[src/rtl/core_exu_adder_pipe_pkg.sv]
// Shared definitions for the execute-stage adder: op codes, op width and the
// subtract-select helper.
package core_exu_pkg;

    localparam int EXU_OP_W = 4;

    typedef enum logic [EXU_OP_W-1:0] {
        EXU_OP_ADD  = 4'd0,
        EXU_OP_SUB  = 4'd1,
        EXU_OP_SLT  = 4'd2,
        EXU_OP_SLTU = 4'd3,
        EXU_OP_BEQ  = 4'd4,
        EXU_OP_BNE  = 4'd5,
        EXU_OP_BLT  = 4'd6,
        EXU_OP_BGE  = 4'd7,
        EXU_OP_BLTU = 4'd8,
        EXU_OP_BGEU = 4'd9
    } exu_op_e;

    // Codes 10..15 alias ADD, so only the defined non-ADD codes subtract.
    function automatic logic exu_op_is_sub(input logic [EXU_OP_W-1:0] op);
        return (op >= EXU_OP_SUB) && (op <= EXU_OP_BGEU);
    endfunction

endpackage

[src/rtl/core_exu_adder_pipe_if.sv]
// Request/response handshake bundle of the pipelined adder.
interface core_exu_adder_pipe_if #(
    parameter int XLEN  = 32,
    parameter int TAG_W = 5
) ();
    logic             in_valid;
    logic             in_ready;
    logic [3:0]       in_op;
    logic [XLEN-1:0]  in_a;
    logic [XLEN-1:0]  in_b;
    logic [TAG_W-1:0] in_tag;
    logic             out_valid;
    logic             out_ready;
    logic [XLEN-1:0]  out_res;
    logic [TAG_W-1:0] out_tag;
    logic             out_lt;
    logic             out_ltu;
    logic             out_eq;

    modport master (
        output in_valid, in_op, in_a, in_b, in_tag, out_ready,
        input  in_ready, out_valid, out_res, out_tag, out_lt, out_ltu, out_eq
    );

    modport slave (
        input  in_valid, in_op, in_a, in_b, in_tag, out_ready,
        output in_ready, out_valid, out_res, out_tag, out_lt, out_ltu, out_eq
    );
endinterface

[src/rtl/core_exu_add_slice.sv]
// One CW-bit carry-chain slice of the pipelined adder, purely combinational.
module core_exu_add_slice #(
    parameter int CW = 16
) (
    input  logic [CW-1:0] a_i,
    input  logic [CW-1:0] b_i,
    input  logic          c_i,
    output logic [CW-1:0] s_o,
    output logic          c_o,
    output logic          zero_o
);
    assign {c_o, s_o} = {1'b0, a_i} + {1'b0, b_i} + {{CW{1'b0}}, c_i};
    assign zero_o     = (s_o == {CW{1'b0}});
endmodule

[src/rtl/core_exu_adder_pipe.sv]
// Pipelined add/sub/compare unit: one carry slice per stage, bubble-collapsing
// valid/ready pipeline, flush, and registered result/flags at the last stage.
module core_exu_adder_pipe
    import core_exu_pkg::*;
#(
    parameter int XLEN       = 32,
    parameter int NUM_STAGES = 2,
    parameter int TAG_W      = 5
) (
    input  logic                 clk,
    input  logic                 rst_n,
    input  logic                 flush,
    core_exu_adder_pipe_if.slave bus
);
    localparam int CW = XLEN / NUM_STAGES;
    localparam int L  = NUM_STAGES - 1;
    localparam logic [XLEN-1:0] SL_MASK = {XLEN{1'b1}} >> (XLEN - CW);

    // Per stage, m_q holds finished sum slices below and untouched A slices above.
    logic [NUM_STAGES-1:0] v_q;
    logic [XLEN-1:0]       m_q   [NUM_STAGES];
    logic [XLEN-1:0]       b_q   [NUM_STAGES];
    logic                  c_q   [NUM_STAGES];
    logic                  z_q   [NUM_STAGES];
    logic [EXU_OP_W-1:0]   op_q  [NUM_STAGES];
    logic [TAG_W-1:0]      tag_q [NUM_STAGES];
    logic [XLEN-1:0]       res_q;
    logic                  lt_q, ltu_q, eq_q;

    logic [NUM_STAGES-1:0] adv, src_v, c_src, z_src, co, zs;
    logic [XLEN-1:0]       m_src   [NUM_STAGES];
    logic [XLEN-1:0]       b_src   [NUM_STAGES];
    logic [XLEN-1:0]       m_d     [NUM_STAGES];
    logic [EXU_OP_W-1:0]   op_src  [NUM_STAGES];
    logic [TAG_W-1:0]      tag_src [NUM_STAGES];
    logic [CW-1:0]         sum_sl  [NUM_STAGES];
    logic                  in_ready_s;
    logic [XLEN-1:0]       res_d;
    logic                  lt_d, ltu_d, eq_d, a_msb, b_msb, bit_d, is_cmp;

    for (genvar k = 0; k < NUM_STAGES; k++) begin : g_stage
        if (k == 0) begin : g_head
            assign m_src[k]   = bus.in_a;
            assign b_src[k]   = bus.in_b ^ {XLEN{exu_op_is_sub(bus.in_op)}};
            assign c_src[k]   = exu_op_is_sub(bus.in_op);
            assign z_src[k]   = 1'b1;
            assign op_src[k]  = bus.in_op;
            assign tag_src[k] = bus.in_tag;
            assign src_v[k]   = bus.in_valid & in_ready_s;
        end else begin : g_body
            assign m_src[k]   = m_q[k-1];
            assign b_src[k]   = b_q[k-1];
            assign c_src[k]   = c_q[k-1];
            assign z_src[k]   = z_q[k-1];
            assign op_src[k]  = op_q[k-1];
            assign tag_src[k] = tag_q[k-1];
            assign src_v[k]   = v_q[k-1];
        end

        core_exu_add_slice #(.CW(CW)) u_slice (
            .a_i    (m_src[k][k*CW +: CW]),
            .b_i    (b_src[k][k*CW +: CW]),
            .c_i    (c_src[k]),
            .s_o    (sum_sl[k]),
            .c_o    (co[k]),
            .zero_o (zs[k])
        );

        assign m_d[k] = (m_src[k] & ~(SL_MASK << (k*CW))) | (XLEN'(sum_sl[k]) << (k*CW));
    end

    // Advance chain: a stage moves when empty or when its successor moves.
    always_comb begin
        adv    = '0;
        adv[L] = bus.out_ready | ~v_q[L];
        for (int k = L - 1; k >= 0; k--) begin
            adv[k] = ~v_q[k] | adv[k+1];
        end
    end

    assign in_ready_s = ~flush & adv[0];

    // Final-stage flags and result select; b_src is pre-inverted for subtracts.
    always_comb begin
        a_msb  = m_src[L][XLEN-1];
        b_msb  = b_src[L][XLEN-1] ^ exu_op_is_sub(op_src[L]);
        ltu_d  = ~co[L];
        lt_d   = (a_msb != b_msb) ? a_msb : m_d[L][XLEN-1];
        eq_d   = z_src[L] & zs[L];
        bit_d  = 1'b0;
        is_cmp = 1'b1;
        case (op_src[L])
            EXU_OP_SLT,  EXU_OP_BLT:  bit_d = lt_d;
            EXU_OP_SLTU, EXU_OP_BLTU: bit_d = ltu_d;
            EXU_OP_BEQ:               bit_d = eq_d;
            EXU_OP_BNE:               bit_d = ~eq_d;
            EXU_OP_BGE:               bit_d = ~lt_d;
            EXU_OP_BGEU:              bit_d = ~ltu_d;
            default:                  is_cmp = 1'b0;
        endcase
        if (is_cmp) begin
            res_d = {{(XLEN-1){1'b0}}, bit_d};
        end else begin
            res_d = m_d[L];
        end
    end

    // Stage valids, stage payloads and the held output registers.
    always_ff @(posedge clk or negedge rst_n) begin
        if (!rst_n) begin
            v_q   <= '0;
            res_q <= '0;
            lt_q  <= 1'b0;
            ltu_q <= 1'b0;
            eq_q  <= 1'b0;
            for (int k = 0; k < NUM_STAGES; k++) begin
                m_q[k]   <= '0;
                b_q[k]   <= '0;
                c_q[k]   <= 1'b0;
                z_q[k]   <= 1'b0;
                op_q[k]  <= '0;
                tag_q[k] <= '0;
            end
        end else begin
            for (int k = 0; k < NUM_STAGES; k++) begin
                if (flush) begin
                    v_q[k] <= 1'b0;
                end else if (adv[k]) begin
                    v_q[k] <= src_v[k];
                end
                if (adv[k] & src_v[k]) begin
                    m_q[k]   <= m_d[k];
                    b_q[k]   <= b_src[k];
                    c_q[k]   <= co[k];
                    z_q[k]   <= z_src[k] & zs[k];
                    op_q[k]  <= op_src[k];
                    tag_q[k] <= tag_src[k];
                end
            end
            if (adv[L] & src_v[L]) begin
                res_q <= res_d;
                lt_q  <= lt_d;
                ltu_q <= ltu_d;
                eq_q  <= eq_d;
            end
        end
    end

    assign bus.in_ready  = in_ready_s;
    assign bus.out_valid = v_q[L];
    assign bus.out_res   = res_q;
    assign bus.out_tag   = tag_q[L];
    assign bus.out_lt    = lt_q;
    assign bus.out_ltu   = ltu_q;
    assign bus.out_eq    = eq_q;
endmodule

[src/flat_wrapper.sv]
// flat-port wrapper written by rule: the top's interface ports become plain ports
module core_exu_adder_pipe_flat import core_exu_pkg::*;
#(
    parameter int XLEN       = 32,
    parameter int NUM_STAGES = 2,
    parameter int TAG_W      = 5
)
  (clk, rst_n, flush, bus_in_valid, bus_in_op, bus_in_a, bus_in_b, bus_in_tag, bus_out_ready, bus_in_ready, bus_out_valid, bus_out_res, bus_out_tag, bus_out_lt, bus_out_ltu, bus_out_eq);
  core_exu_adder_pipe_if #(.XLEN(XLEN), .TAG_W(TAG_W)) bus_i ();
  input  logic clk;
  input  logic rst_n;
  input  logic flush;
  input wire logic [$bits(bus_i.in_valid)-1:0] bus_in_valid;
  input wire logic [$bits(bus_i.in_op)-1:0] bus_in_op;
  input wire logic [$bits(bus_i.in_a)-1:0] bus_in_a;
  input wire logic [$bits(bus_i.in_b)-1:0] bus_in_b;
  input wire logic [$bits(bus_i.in_tag)-1:0] bus_in_tag;
  input wire logic [$bits(bus_i.out_ready)-1:0] bus_out_ready;
  output wire logic [$bits(bus_i.in_ready)-1:0] bus_in_ready;
  output wire logic [$bits(bus_i.out_valid)-1:0] bus_out_valid;
  output wire logic [$bits(bus_i.out_res)-1:0] bus_out_res;
  output wire logic [$bits(bus_i.out_tag)-1:0] bus_out_tag;
  output wire logic [$bits(bus_i.out_lt)-1:0] bus_out_lt;
  output wire logic [$bits(bus_i.out_ltu)-1:0] bus_out_ltu;
  output wire logic [$bits(bus_i.out_eq)-1:0] bus_out_eq;
  assign bus_i.in_valid = bus_in_valid;
  assign bus_i.in_op = bus_in_op;
  assign bus_i.in_a = bus_in_a;
  assign bus_i.in_b = bus_in_b;
  assign bus_i.in_tag = bus_in_tag;
  assign bus_i.out_ready = bus_out_ready;
  assign bus_in_ready = bus_i.in_ready;
  assign bus_out_valid = bus_i.out_valid;
  assign bus_out_res = bus_i.out_res;
  assign bus_out_tag = bus_i.out_tag;
  assign bus_out_lt = bus_i.out_lt;
  assign bus_out_ltu = bus_i.out_ltu;
  assign bus_out_eq = bus_i.out_eq;
  core_exu_adder_pipe #(.XLEN(XLEN), .NUM_STAGES(NUM_STAGES), .TAG_W(TAG_W)) u_core (.clk(clk), .rst_n(rst_n), .flush(flush), .bus(bus_i));
endmodule
[config.mk]
export PLATFORM = sky130hd
export DESIGN_NAME = core_exu_adder_pipe_flat
export DESIGN_NICKNAME = d
export VERILOG_FILES = /design/src/rtl/core_exu_adder_pipe_pkg.sv /design/src/rtl/core_exu_adder_pipe_if.sv /design/src/rtl/core_exu_add_slice.sv /design/src/rtl/core_exu_adder_pipe.sv /design/src/flat_wrapper.sv
export SDC_FILE = /design/constraint.sdc
export NUM_CORES = 1
export LEC_CHECK = 0
export ABC_AREA = 1
export BUFFER_PORTS_ARGS = -buffer_cell sky130_fd_sc_hd__buf_2
export CAP_MARGIN = 5
export CORE_UTILIZATION = 35
export CTS_BUF_LIST = sky130_fd_sc_hd__clkbuf_8 sky130_fd_sc_hd__clkbuf_16
export DETAILED_ROUTE_END_ITERATION = 10
export HOLD_SLACK_MARGIN = 0.08
export SYNTH_ARGS = -nofsm -noshare
export SYNTH_HDL_FRONTEND = slang
export SYNTH_HIERARCHICAL = 1
export SYNTH_SLANG_ARGS = --single-unit
[constraint.sdc]
create_clock -name clk -period 2.8 [get_ports clk]
set_input_delay 0.56 -clock clk [delete_from_list [all_inputs] [get_ports clk]]
set_output_delay 0.56 -clock clk [all_outputs]
set_load 0.05 [all_outputs]
==> out/results.tsv <==
stage	metric	value	unit
synth	yosysTopAreaCell	dfrtp_1	
synth	yosysUniqueCellTypes	34	
job	maxCapViolCount	0	
cts	h-tree-depth	3	
setup_path	startpoint_type	register	
synth	ys_seq_area_share	37.2	%
setup_path	crit_type	reg2reg	
cts	insertion_delay	0.35	ns
global_route	antenna_found_initial	0	
global_route	grt-ovfl-total	0	
setup_path	reg2reg_from	u_core/c_q[1]	
global_route	grt_pass1_vias	5395	
setup_path	cp.required	3.04	ns
synth	ys_warn_count	6	
sta	max-slew-margin-rel	62.1	%
synth	synth_nets	950	
setup_path	r2r_end	u_core/bus.out_res[0]	
cts	cts_tree	yes	
setup_path	cp.arrival	3.04	ns
synth	synth_area	6790	µm²
layout	layout_common_cells	262 x nand2_1, 114 x buf_2, 103 x inv_1	
global_route	grt_max_degree	52	
sta	worst_pin_slew	0.568	ns
routing	drt_first_pass_iters	4	
layout	area_delta_synth_final	23.2	%
power	p_leak	4.54	nW
sta	rsz0062_at_grt	true	
floorplanning	core_area	18900	µm²
setup_path	critical_path.startpoint	u_core/c_q[1]	
place	dpl.hpwl	12.1	mm
place	port_buffers	119	
routing	wl_per_cell	12.2	µm
min_path	holdCritPathClass	in2async	
global_route	track_usage	16.1	%
sta	setup_slack	-0.00498	ns
floorplanning	ios	120	
sta	setup_viol	1	
layout	layout_commonest_cell	nand2_1	
sta	hold_violations	0	
sta	drv_slew	0	
setup_path	r2r_cells	21	
cts	clk_pin_slew	0.07	ns
layout	fillers	1953	
layout	utilization	44.3	%
floorplanning	num_rows	50	
sta	finalCritPeriodShare	100	%
floorplanning	die_h	141	µm
synth	synth-seq-cells	101	
routing	drt_iter0_markers	223	
floorplanning	die_w	141	µm
cts	cts_sinks	101	
floorplanning	die-area	20000	µm²
synth	avgSynthCellArea	8.10	µm²
place	placed_cells_incl_taps	1243	
floorplanning	start_util	35.9	%
layout	antennaDiodeCount	0	
routing	drt-total-wl	15.4	mm
power	p_per_area	776	nW/µm²
layout	nets	1110	
layout	final-instance-count-excl-fill	1263	
sta	fmax	357	MHz
layout	drive_gt1_share	31.4	%
synth	postSynthCellCount	838	
sta	period_minus_slack	2.80	ns
routing	drc	0	
setup_path	crit_path_max_fanout	2	
cts	numCtsBuffers	9	
cts	cts_buffer_depth	2	
global_route	grt_pass1_wl	25.7	mm
routing	vias	5582	
run_status	status	finished, violations left	
setup_path	cp-end-kind	register	
routing	ant_nets	0	
cts	root_buffer	clkbuf_16	
run_status	violations	setup timing	
synth	synthTopCellsByArea	dfrtp_1 37%, nand2_1 15%, mux2_4 6.6%	
synth	synth_top_area_share	37.2	%
power	vdd_drop_max	231	µV
cts	cts_hold_buffers	0	
sta	finalSetupTns	-0.00498	ns
routing	viasPerCell	4.42	
sta	clock_skew	0.00702	ns
place	place_congestion	0.818	
setup_path	ff2ff_setup_slack	-0.005	ns
layout make-up:
type / instances / area (µm²) / area share, %
flip-flops and latches: 101 / 2530 / 30.2
well taps: 260 / 325 / 3.89
repair buffers: 177 / 1100 / 13.2
clock buffers: 9 / 225 / 2.69
clock inverters: 7 / 65.1 / 0.778
inverters: 114 / 448 / 5.35
multi-input cells: 595 / 3670 / 43.9
logic make-up (layout without fill, tap and decap cells):
logic type                 after synthesis  count (layout)  share of synthesized area (%)
and+or+nand+nor                        392             392                           24.9
DFF                                    101             101                           37.2
muxes                                   33              33                           7.13
adders and majority gates               34              34                           6.71
xor gates and xnor gates                38              38                           5.12
buffers and inverters                  142             307                           9.62
AOI/OAI and AO/OA                       98              98                           9.36
cells in the mapped netlist, drive strengths merged:
cell    count
ha         30
nor2       44
clkbuf      3
buf        25
nand3      38
inv       114
nand2     284
xnor2      16
a21oi      26
nand3b      8
fa          4
and2        4
o21ai      65
o21bai      6
o31ai       1
or2         4
mux2       33
dfrtp     101
nor3        1
nand4       9
xor2       22
report_power, final:
part / switching (mW) / internal [mW]
sequential: 0.241 / 1.84
clock: 0.541 / 0.690
combinational: 2.01 / 1.17
worst max-delay path by stage:
stage | to | depth (start not counted)
after floorplan | u_core/z_q[1] | 18
after global placement | u_core/z_q[1] | 18
after detailed placement | u_core/bus.out_res[0] | 21
after CTS | u_core/bus.out_res[0] | 21
after global routing | u_core/bus.out_res[0] | 21
final | u_core/bus.out_res[0] | 21
state kept, by name, summed over array words and instances, names as in the netlist:
signal              cells
u_core/a_msb            1
u_core/b_q             16
u_core/bus.out_eq       1
u_core/c_q              1
u_core/op_q             4
u_core/bus.out_tag      5
u_core/bus.out_lt       1
u_core/v_q              2
u_core/tag_q            5
u_core/z_q              1
u_core/bus.out_ltu      1
u_core/bus.out_res     32
u_core/m_q             31
worst max-delay path, cell delays in order, from the launching register on:
cell     delay (ns)
dfrtp_1        0.36
inv_2          0.05
fa_2           0.38
inv_2          0.07
fa_1           0.43
or2_4          0.25
nor2_4         0.08
nand3_2        0.06
nor2_2         0.10
nand2_1        0.06
nor2_1         0.09
nand3_1        0.08
nor2_1         0.11
nand2_1        0.10
inv_2          0.07
o21ai_1        0.05
nand2_1        0.05
nand2_1        0.04
nor2_1         0.08
nand3_1        0.07
nand2_1        0.07
nand2_1        0.04
routing by layer:
metal  up-vias  track usage (%)  part of all wire [%]
li1       2952                -                     -
met1      2521             21.4                    49
met2        98             26.7                    46
met3        11             3.00                   3.7
met4         0             4.86                   1.3
met5         -                0                     0
what timing repair did:
| item | in CTS | in global routing |
|---|---|---|
| endpoints found under the setup margin | 1 | 5 |
| pin swaps | 11 | 14 |
| gates cloned | 0 | 0 |
| gates resized for setup | 6 | 24 |
| buffers inserted | 4 | 3 |
stage by stage:
stage          power, mW  hold WS, ns  area, µm²  worst slack (ns)
4_1_cts             6.54        0.160       8290           -0.0336
3_3_place_gp        5.21        0.459       7970            -0.195
3_5_place_dp        5.25        0.468       7970            -0.259
2_1_floorplan       4.38        0.264       6830           -0.0729
6_report            6.49        0.154       8370          -0.00498
5_1_grt             6.97        0.182       8370            -0.258
No activity file was read; power rests on OpenSTA's default activity.
